--- src/rtl/uart_pkg.sv ---
// ============================================================================
//  Module      : uart_pkg
//  Description : Shared definitions for the UART frame transmit sequencer:
//                FSM state encoding, CRC-16/CCITT-FALSE constants and the
//                bytes-per-frame helper.
//  Config      : UART_FRAME_CRC_EN - frame carries two trailing CRC bytes.
//  Revision    : 1.0 - initial release
// ============================================================================
`default_nettype none

package uart_pkg;

    typedef enum logic [2:0] {
        ST_IDLE      = 3'd0,
        ST_SEND      = 3'd1,
        ST_WAIT_DONE = 3'd2,
        ST_GAP       = 3'd3,
        ST_DONE      = 3'd4
    } state_t;

    localparam logic [15:0] CRC16_POLY = 16'h1021;
    localparam logic [15:0] CRC16_INIT = 16'hFFFF;

    // Number of bytes put on the wire for an nbytes-long payload.
    function automatic int frame_bytes(input int nbytes);
`ifdef UART_FRAME_CRC_EN
        return nbytes + 2;
`else
        return nbytes;
`endif
    endfunction

endpackage

`default_nettype wire

--- src/rtl/crc16_byte.sv ---
// ============================================================================
//  Module      : crc16_byte
//  Description : Combinational single-byte CRC-16 update, MSB first,
//                polynomial CRC16_POLY, no reflection.
//  Ports       : i_crc  [15:0] - running CRC before this byte
//                i_data [7:0]  - byte to fold in
//                o_crc  [15:0] - running CRC after this byte
//  Revision    : 1.0 - initial release
// ============================================================================
`default_nettype none

module crc16_byte
    import uart_pkg::*;
(
    input  logic [15:0] i_crc,
    input  logic [7:0]  i_data,
    output logic [15:0] o_crc
);

    logic [15:0] w_crc;

    always_comb begin
        // The byte is aligned to the top of the register, then shifted out
        // one bit at a time.
        w_crc = i_crc ^ {i_data, 8'h00};
        for (int i = 0; i < 8; i++) begin
            if (w_crc[15]) begin
                w_crc = {w_crc[14:0], 1'b0} ^ CRC16_POLY;
            end else begin
                w_crc = {w_crc[14:0], 1'b0};
            end
        end
        o_crc = w_crc;
    end

endmodule

`default_nettype wire

--- src/rtl/uart_frame_tx_seq.sv ---
// ============================================================================
//  Module      : uart_frame_tx_seq
//  Description : Captures an NBYTES-wide frame in one cycle and feeds it to a
//                byte-level UART transmitter, byte 0 first, paced by tx_done,
//                with an optional inter-byte gap and a tx_done watchdog.
//  Config      : UART_FRAME_CRC_EN - append CRC-16/CCITT-FALSE (high byte
//                first) computed over the payload; requires DATA_W == 8.
//  Ports       : clk, reset        - clock, synchronous active-high reset
//                start             - frame request (IDLE only)
//                frame_data        - payload, byte k at [k*DATA_W +: DATA_W]
//                tx_done           - UART byte-complete pulse
//                tx_data/tx_start  - byte and launch pulse to the UART
//                busy, byte_idx    - activity and index of byte in flight
//                frame_done        - pulse when the frame completes
//                timeout_err       - pulse when the watchdog aborts a frame
//  Revision    : 1.0 - initial release
// ============================================================================
`default_nettype none

module uart_frame_tx_seq
    import uart_pkg::*;
#(
    parameter int DATA_W      = 8,
    parameter int NBYTES      = 16,
    parameter int GAP_CYCLES  = 0,
    parameter int TIMEOUT_CYC = 4096
) (
    input  logic                          clk,
    input  logic                          reset,
    input  logic                          start,
    input  logic [NBYTES*DATA_W-1:0]      frame_data,
    input  logic                          tx_done,
    output logic [DATA_W-1:0]             tx_data,
    output logic                          tx_start,
    output logic                          busy,
    output logic [$clog2(NBYTES+2)-1:0]   byte_idx,
    output logic                          frame_done,
    output logic                          timeout_err
);

    localparam int IDX_W = $clog2(NBYTES + 2);
    localparam int GAP_W = (GAP_CYCLES > 0) ? $clog2(GAP_CYCLES + 1) : 1;
    localparam int WD_W  = (TIMEOUT_CYC > 0) ? $clog2(TIMEOUT_CYC + 1) : 1;

    localparam logic [IDX_W-1:0] c_LAST_IDX   = IDX_W'(frame_bytes(NBYTES) - 1);
    localparam logic [GAP_W-1:0] c_GAP_LAST   = GAP_W'((GAP_CYCLES > 0) ? GAP_CYCLES - 1 : 0);
    localparam logic [WD_W-1:0]  c_WD_LAST    = WD_W'((TIMEOUT_CYC > 0) ? TIMEOUT_CYC - 1 : 0);

    state_t                     state_q, state_d;
    logic [NBYTES*DATA_W-1:0]   buf_q, buf_d;
    logic [IDX_W-1:0]           idx_q, idx_d;
    logic [GAP_W-1:0]           gap_q, gap_d;
    logic [WD_W-1:0]            wd_q, wd_d;

    logic [DATA_W-1:0]          w_payload_byte;
    logic [DATA_W-1:0]          w_cur_byte;
    logic                       w_wd_expire;

    // Payload byte selected by the current index; zero past the payload.
    always_comb begin
        w_payload_byte = '0;
        for (int k = 0; k < NBYTES; k++) begin
            if (idx_q == IDX_W'(k)) begin
                w_payload_byte = buf_q[k*DATA_W +: DATA_W];
            end
        end
    end

`ifdef UART_FRAME_CRC_EN
    localparam logic [IDX_W-1:0] c_CRC_HI_IDX = IDX_W'(NBYTES);
    localparam logic [IDX_W-1:0] c_CRC_LO_IDX = IDX_W'(NBYTES + 1);

    logic [15:0] crc_q, crc_d;
    logic [15:0] w_crc_next;

    if (DATA_W != 8) begin : g_crc_width_check
        $error("UART_FRAME_CRC_EN requires DATA_W == 8");
    end

    crc16_byte u_crc16_byte (
        .i_crc  (crc_q),
        .i_data (w_payload_byte[7:0]),
        .o_crc  (w_crc_next)
    );

    always_comb begin
        w_cur_byte = w_payload_byte;
        if (idx_q == c_CRC_HI_IDX) begin
            w_cur_byte = crc_q[15:8];
        end else if (idx_q == c_CRC_LO_IDX) begin
            w_cur_byte = crc_q[7:0];
        end
    end

    // Payload bytes are folded in as they are issued, so the CRC is final
    // by the time the first CRC byte is selected.
    always_comb begin
        crc_d = crc_q;
        if (state_q == ST_IDLE && start) begin
            crc_d = CRC16_INIT;
        end else if (state_q == ST_SEND && idx_q < c_CRC_HI_IDX) begin
            crc_d = w_crc_next;
        end
    end

    always_ff @(posedge clk) begin
        if (reset) begin
            crc_q <= CRC16_INIT;
        end else begin
            crc_q <= crc_d;
        end
    end
`else
    assign w_cur_byte = w_payload_byte;
`endif

    assign w_wd_expire = (TIMEOUT_CYC > 0) && (wd_q == c_WD_LAST);

    always_comb begin
        state_d     = state_q;
        buf_d       = buf_q;
        idx_d       = idx_q;
        gap_d       = gap_q;
        wd_d        = wd_q;
        tx_start    = 1'b0;
        frame_done  = 1'b0;
        timeout_err = 1'b0;

        case (state_q)
            ST_IDLE: begin
                if (start) begin
                    buf_d   = frame_data;
                    idx_d   = '0;
                    state_d = ST_SEND;
                end
            end
            ST_SEND: begin
                tx_start = 1'b1;
                wd_d     = '0;
                state_d  = ST_WAIT_DONE;
            end
            ST_WAIT_DONE: begin
                // tx_done takes priority over a watchdog expiry in the same cycle.
                if (tx_done) begin
                    if (idx_q == c_LAST_IDX) begin
                        state_d = ST_DONE;
                    end else begin
                        idx_d   = idx_q + 1'b1;
                        gap_d   = '0;
                        state_d = (GAP_CYCLES > 0) ? ST_GAP : ST_SEND;
                    end
                end else if (w_wd_expire) begin
                    timeout_err = 1'b1;
                    idx_d       = '0;
                    state_d     = ST_IDLE;
                end else if (wd_q != '1) begin
                    wd_d = wd_q + 1'b1;
                end
            end
            ST_GAP: begin
                if (gap_q == c_GAP_LAST) begin
                    state_d = ST_SEND;
                end else begin
                    gap_d = gap_q + 1'b1;
                end
            end
            ST_DONE: begin
                frame_done = 1'b1;
                state_d    = ST_IDLE;
            end
            default: begin
                state_d = ST_IDLE;
            end
        endcase
    end

    always_ff @(posedge clk) begin
        if (reset) begin
            state_q <= ST_IDLE;
            buf_q   <= '0;
            idx_q   <= '0;
            gap_q   <= '0;
            wd_q    <= '0;
        end else begin
            state_q <= state_d;
            buf_q   <= buf_d;
            idx_q   <= idx_d;
            gap_q   <= gap_d;
            wd_q    <= wd_d;
        end
    end

    assign busy     = (state_q != ST_IDLE);
    assign byte_idx = idx_q;
    assign tx_data  = (state_q == ST_IDLE) ? '0 : w_cur_byte;

endmodule

`default_nettype wire

--- config.mk ---
export PLATFORM = sky130hd
export DESIGN_NAME = uart_frame_tx_seq
export DESIGN_NICKNAME = d
export VERILOG_FILES = /design/src/rtl/uart_pkg.sv /design/src/rtl/crc16_byte.sv /design/src/rtl/uart_frame_tx_seq.sv
export SDC_FILE = /design/constraint.sdc
export NUM_CORES = 1
export LEC_CHECK = 0
export ABC_AREA = 1
export CAP_MARGIN = 20
export CORE_ASPECT_RATIO = 0.7
export CORE_UTILIZATION = 56
export DETAILED_ROUTE_END_ITERATION = 16
export GPL_ROUTABILITY_DRIVEN = 1
export PLACE_DENSITY_LB_ADDON = 0.2
export SLEW_MARGIN = 20
export SYNTH_ARGS = -nofsm -noshare
export SYNTH_HDL_FRONTEND = slang
export SYNTH_SLANG_ARGS = --single-unit
--- constraint.sdc ---
create_clock -name clk -period 4.3 [get_ports clk]
set_input_delay 0.86 -clock clk [delete_from_list [all_inputs] [get_ports clk]]
set_output_delay 0.86 -clock clk [all_outputs]
set_load 0.02 [all_outputs]
==> key figures, run 1 <==
Critical path
  • R2R Setup Slk: 1.83 ns
  • CP Class: reg -> out
  • CP max-delay cell: dfxtp_1
  • Reg2reg path depth: 7
  • Crit path DAT: 2.98 ns
  • Critical path's largest stage delay: 0.41 ns
  • Critical Path Start Type: flop
  • Most numerous cell on the critical path: nand2_1
  • CP Capture Type: output pin
  • Reg-to-reg startpoint: state_q[2]
  • CP required: 3.44 ns
  • CP Cell Sequence: inv_1, ha_1, nand2_4, nor2_4, inv_2, o21ai_0, inv_1, nand2_1, nand2_1, nand2_1, nand3_1, nand2_1, nand3_1, nand3_1, nand2_1, nand2_1, nand2_1, nand2_1, a21oi_1, dlymetal6s2s_1
  • Critical-path maximum fanout: 14
  • Worst r2r dst: buf_q[91]

STA
  • Final setup vio count: 0
  • Final hold slack: 0.448 ns
  • Unrepaired setup endpoints after global routing: no
  • Final setup margin: 0.455 ns
  • Final Cycle Share: 0.894
  • Fmax: 260 MHz
  • Setup Skew: 0.00644 ns
  • Tmin final: 3.84 ns
  • Least-Margin Pin Slew: 0.964 ns
  • Hold Vio Cnt, Final: 0
  • Final Max Slew Viols: 0
  • Setup TNS: 0 ns
  • Slew headroom: 0.357

Drt
  • Drt wl/cell: 14.6 um
  • Drt initial violations: 526
  • Total Routed Length: 19.4 mm
  • Antenna-violating nets left: 0
  • Vias: 7170
  • First-pass DRT Iterations: 6
  • Post-route DRC: 0
  • DR vias/cell: 5.40

Floorplan
  • IO Pins: 149
  • Die Span Y: 96.7 um
  • Area of the die: 0.0133 mm^2
  • Row cnt: 34
  • Overall die width: 137 um
  • Initial Util: 0.576
  • Core area: 0.0125 mm^2

Power and ir drop
  • Max VDD drop: 420 uV
  • PwrDens: 511 mW/mm^2
  • LEAKAGE: 3.63 nW

Yosys
  • Seq/Total Area, Yosys: 0.415
  • Post-synthesis cell type count: 38
  • Avg Cell Area, Syn: 6.90 um^2
  • YS warnings: 0
  • Largest cells by area after synthesis: dfxtp_1, nand2_1, a21oi_1, nand3_1, o21ai_0
  • Synth top area share: 0.415
  • Mapped Cells: 1040
  • Mapped cell area: 0.00718 mm^2
  • Yosys reg bits: 149
  • Syn nets: 1178
  • Yosys top cell by area: dfxtp_1

CTS
  • CTS tree: done
  • Root buf cell: clkbuf_16
  • H-tree depth: 4
  • CTS Buf Count: 17
  • Worst-skew pair later-pin latency: 0.42 ns
  • Setup bufs post-CTS: 0
  • Maximum root-to-sink buffer count: 2
  • Reg clk slew, reported paths: 0.06 ns
  • Cts hold-fix bufs: 0
  • Clock Sinks: 149

GRT
  • Number of global-route vias before repair: 6645
  • Gr ovfl total: 0
  • Global-route wire length before repair: 31.7 mm
  • Initial antenna violation count: 0
  • Total Routing Usage GR: 0.300
  • Largest net degree at the start of global routing: 89

Place
  • Placer Congestion: 0.864
  • Cells after DPL: 1297
  • IO Port Bufs: 148
  • Setup WS pre-CTS: 0.568 ns
  • Post-DP HPWL: 13.3 mm

Cells and area
  • Area Growth Syn to Fin: 28.8%
  • Antenna Cells: 0
  • Fill count: 989
  • Share of cells above drive strength 1: 0.0754
  • Final Instance Count excl. Fillers: 1329
  • Layout net count: 1292
  • Finished Core Util: 0.742

Job
  • Maxcap violations: 0

Min path
  • Hold endpoint: buf_q[101]
  • HP Start: buf_q[101]
  • Worst Hold Class: reg -> reg
  • Hold Crit Depth: 2

Outcome
  • Status: finished clean
-- report_power, final --
part	internal, W	total (W)	switching [W]
Sequential	0.00162	0.00174	0.000121
Clock	0.000752	0.00138	0.000632
Combinational	0.000570	0.00160	0.00103
Total	0.00294	0.00472	0.00178
-- per-stage QoR --
| stage | cell area (um^2) | power (W) |
|---|---|---|
| after floorplan | 7180 | 0.00282 |
| after global placement | 8680 | 0.00329 |
| after detailed placement | 8680 | 0.00333 |
| after CTS | 9220 | 0.00471 |
| after global routing | 9250 | 0.00499 |
| final | 9250 | 0.00472 |
-- critical path, delay by kind of cell (launching register included) --
family	cells	cell delay (ns)
adders and majority gates	1	0.24
DFF	1	0.41
buffers and inverters	4	0.61
and+or+nand+nor	13	1.04
AOI/OAI and AO/OA	2	0.28
-- final cells by class --
cell class	count	area (um^2)	share of cell area
Timing Repair Buffer	154	1550	0.168
Clock inverter	14	116	0.0126
Clock buffer	18	429	0.0464
Sequential cell	149	2980	0.323
Tap cell	162	203	0.0219
Multi-Input combinational cell	697	3450	0.373
Inverter	135	512	0.0553
-- placed cells by master, fill, tap and decap left out, drive strengths merged, types with 11 or more instances in the layout --
master / Yosys / layout
a21oi: 147 / 147
clkbuf: 50 / 18
clkdlybuf4s50: 0 / 138
dfxtp: 149 / 149
inv: 132 / 140
nand2: 228 / 228
nand3: 139 / 139
nor2: 34 / 34
nor3: 11 / 11
o21ai: 116 / 116
-- worst max path at each step --
stage / startpoint / end / slack [ns]
final: byte_idx[1] / tx_data[3] / 0.46
after global routing: byte_idx[1] / tx_data[3] / 0.23
after CTS: byte_idx[0] / tx_data[3] / 0.10
after detailed placement: byte_idx[0] / tx_data[0] / 0.57
after global placement: byte_idx[0] / tx_data[4] / 0.60
after floorplan: byte_idx[1] / tx_data[3] / 1.25
-- sequential cells by signal (all words and copies together), names as in the netlist --
register,flops
state_q,3
buf_q,128
wd_q,13
byte_idx,5
-- cells by family (layout without fill, tap and decap cells) --
logic type / count (synthesis) / in the layout / synth area share
adders and majority gates: 6 / 6 / 0.0105
DFF: 149 / 149 / 0.415
buffers and inverters: 194 / 321 / 0.105
AOI/OAI and AO/OA: 272 / 272 / 0.198
and+or+nand+nor: 419 / 419 / 0.272
-- what timing repair did --
| action | 4_1_cts | 5_1_grt |
|---|---|---|
| endpoints found under the hold margin | 0 | 0 |
| setup endpoints to repair | 0 | 8 |
| resized for setup | 0 | 10 |
-- cells in the mapped netlist (all sizes together) --
master,instances
a21oi,147
dfxtp,149
a311oi,1
o211a,1
nand4,2
nor3,11
ha,6
nand3,139
clkbuf,50
nor2,34
a211oi,2
nand2,228
o21ai,116
o211ai,5
clkinv,3
nor3b,1
nor4,1
nand3b,3
inv,132
buf,9
-- routing by layer --
layer / track usage / vias up / wire, um
li1: - / 3634 / -
met1: 0.431 / 3255 / 9140
met4: 0.0719 / 0 / 220
met5: 0 / - / 0
met2: 0.463 / 258 / 8640
met3: 0.0556 / 23 / 1410
Power figures use the tool's default switching activity.
==> run 2: changes to the inputs <==
Settings changed: CORE_UTILIZATION 56 to 60, DONT_BUFFER_PORTS set to 1.
==> run 2 against run 1 <==
  * Global-route usage shrank 0.20 points
  * Register-to-register slack worse by 0.16 ns
  * Clock skew rose by 0.0016 ns
  * Fmax shrank 3.2%
  * Critical path type unchanged
  * Critical endpoint unchanged
  * Largest cell class unchanged
==> key figures, run 2 (same netlist as run 1, synthesis figures left out) <==
Critical path
  • Critical-path maximum fanout: 14 (unchanged)
  • Critical Path Start Type: flop
  • Crit path DAT: 3.11 ns (+0.13 ns)
  • CP Capture Type: output pin
  • Reg-to-reg startpoint: state_q[0]
  • Worst r2r dst: buf_q[62]
  • CP required: 3.44 ns (about the same)
  • R2R Setup Slk: 1.67 ns (-0.16 ns)
  • Reg2reg path depth: 8 (+1)
  • CP Class: reg -> out

Place
  • IO Port Bufs: 0 (-100%)
  • Post-DP HPWL: 12.4 mm (-7.1%)
  • Placer Congestion: 0.860 (-0.51%)
  • Setup WS pre-CTS: 0.736 ns (+0.168 ns)
  • Post-DP Area: 0.00720 mm^2 (-17%)

Power and ir drop
  • Power, Total: 0.00467 W (-1.1%)
  • PwrDens: 597 mW/mm^2 (+17%)
  • LEAKAGE: 2.95 nW (-19%)
  • Max VDD drop: 495 uV (+18%)

CTS
  • Maximum root-to-sink buffer count: 2 (unchanged)
  • CTS tree: done
  • Worst-skew pair later-pin latency: 0.42 ns (about the same)
  • Root buf cell: clkbuf_16
  • Clock Sinks: 149 (unchanged)
  • Cts hold-fix bufs: 0 (unchanged)
  • Reg clk slew, reported paths: 0.06 ns (about the same)
  • H-tree depth: 4 (unchanged)
  • Setup bufs post-CTS: 0 (unchanged)
  • CTS Buf Count: 17 (unchanged)

Drt
  • Drt wl/cell: 15.3 um (+4.5%)
  • First-pass DRT Iterations: 5 (-1)
  • Vias: 6579 (-8.2%)
  • Antenna-violating nets left: 0 (unchanged)
  • Post-route DRC: 0 (unchanged)
  • DR vias/cell: 5.59 (+3.7%)
  • Drt initial violations: 483 (-8.2%)
  • Total Routed Length: 18.0 mm (-7.5%)

STA
  • Tmin final: 3.97 ns (+0.127 ns)
  • Fmax: 252 MHz (-3.2%)
  • Hold Vio Cnt, Final: 0 (unchanged)
  • Least-Margin Pin Slew: 0.819 ns (-0.145 ns)
  • Final setup vio count: 0 (unchanged)
  • Slew headroom: 0.454 (+0.0966)
  • Setup Skew: 0.00803 ns (+0.00159 ns)
  • Final setup margin: 0.328 ns (-0.127 ns)
  • Setup TNS: 0 ns (unchanged)
  • Unrepaired setup endpoints after global routing: no
  • Final Cycle Share: 0.924 (+0.0296)
  • Final Max Slew Viols: 0 (unchanged)

GRT
  • Number of global-route vias before repair: 5765 (-13%)
  • Initial antenna violation count: 0 (unchanged)
  • Total Routing Usage GR: 0.298 (-0.00203)
  • Met3 Use GR: 0.0629 (+0.00732)
  • Largest net degree at the start of global routing: 89 (unchanged)
  • Met2 global-route usage: 0.437 (-0.0254)
  • Most Crowded Layer GR: met1
  • Global-route wire length before repair: 29.2 mm (-7.7%)
  • Gr ovfl total: 0 (unchanged)
  • Met1 GRT Util: 0.441 (+0.0103)

Floorplan
  • Area of the die: 0.0124 mm^2 (-6.5%)
  • Core area: 0.0117 mm^2 (-6.3%)
  • Overall die width: 133 um (-3.3%)
  • Die Span Y: 93.5 um (-3.3%)
  • Initial Util: 0.614 (+0.0384)
  • IO Pins: 149 (unchanged)
  • Row cnt: 33 (-2.9%)

Job
  • Maxcap violations: 0 (unchanged)

Min path
  • HP Start: buf_q[92]
  • Hold Crit Depth: 2 (unchanged)
  • Worst Hold Class: reg -> reg
  • Hold endpoint: buf_q[92]

Cells and area
  • Area Growth Syn to Fin: 8.91%
  • Fill count: 1022 (+3.3%)
  • Most frequent cells in the layout: nand2_1, dfxtp_1, a21oi_1, nand3_1, inv_1
  • Final Cell Area: 0.00782 mm^2 (-15%)
  • Antenna Cells: 0 (unchanged)
  • Most common cell after layout, fill and taps aside: nand2_1
  • Layout net count: 1144 (-11%)
  • Max reg flops: 128 (unchanged)
  • Top reg by flops: buf_q
  • Share of cells above drive strength 1: 0.0854 (+0.00997)

Outcome
  • Status: finished clean
-- run 2: cell types whose count changed in the layout (fill, tap and decap cells not counted), sizes merged --
cell,previous run,this run
buf,8,6
bufinv,0,3
clkbuf,18,19
clkdlybuf4s50,138,0
clkinvlp,5,4
dlymetal6s2s,8,0
inv,140,137
-- run 2: layout make-up --
type                    count  area (um^2)  share of cell area
multi-input cells         697         3460               0.442
clock inverters            13          169              0.0216
repair buffers              6         57.6             0.00736
flip-flops and latches    149         2980               0.382
clock buffers              19          443              0.0566
inverters                 135          512              0.0655
well taps                 157          196              0.0251
-- run 2: worst max-delay path by stage --
stage | to | depth (start not counted) | from
floorplan | tx_data[3] | 20 | byte_idx[1]
global placement | tx_data[3] | 19 | byte_idx[1]
detailed placement | tx_data[4] | 17 | byte_idx[0]
CTS | tx_data[4] | 17 | byte_idx[0]
global route | tx_data[2] | 16 | byte_idx[1]
finish | tx_data[3] | 19 | byte_idx[1]
-- run 2: per-stage QoR --
stage                     hold slack (ns)  std cells   util
after floorplan                     0.425       1040      -
after global placement              0.434       1144  0.616
after detailed placement            0.442       1144  0.616
after CTS                           0.449       1176  0.668
after global routing                0.467       1176  0.669
final                               0.449       1176  0.669
-- run 2: worst max-delay path, stage by stage, from the launching register on --
cell,delay (ns)
dfxtp_1,0.55
inv_1,0.16
ha_1,0.26
nand2_4,0.18
nor2_4,0.07
inv_2,0.18
o21ai_0,0.12
inv_1,0.06
nand2_1,0.04
nand2_1,0.06
nand2_1,0.05
nand3_1,0.06
nand2_1,0.05
nand3_1,0.07
nand3_1,0.09
nand2_1,0.08
nand2_1,0.05
nand2_1,0.06
nand2_1,0.07
a21oi_1,0.40
-- run 2: power breakdown --
group	switching, W	internal [W]	leakage [nW]
sequential	0.000138	0.00162	1.22
combinational	0.000957	0.000413	1.44
clock	0.000609	0.000936	0.287
total	0.00170	0.00296	2.95
-- run 2: routing by layer --
metal  routed length, um  up-vias
met5                   0        -
met2                7540      230
li1                    -     3353
met4                 172        0
met1                9000     2978
met3                1250       18
-- run 2: timing repair --
item / 4_1_cts / 5_1_grt
resized for setup: 0 / 3
endpoints found under the setup margin: 0 / 3
hold endpoints to repair: 0 / 0
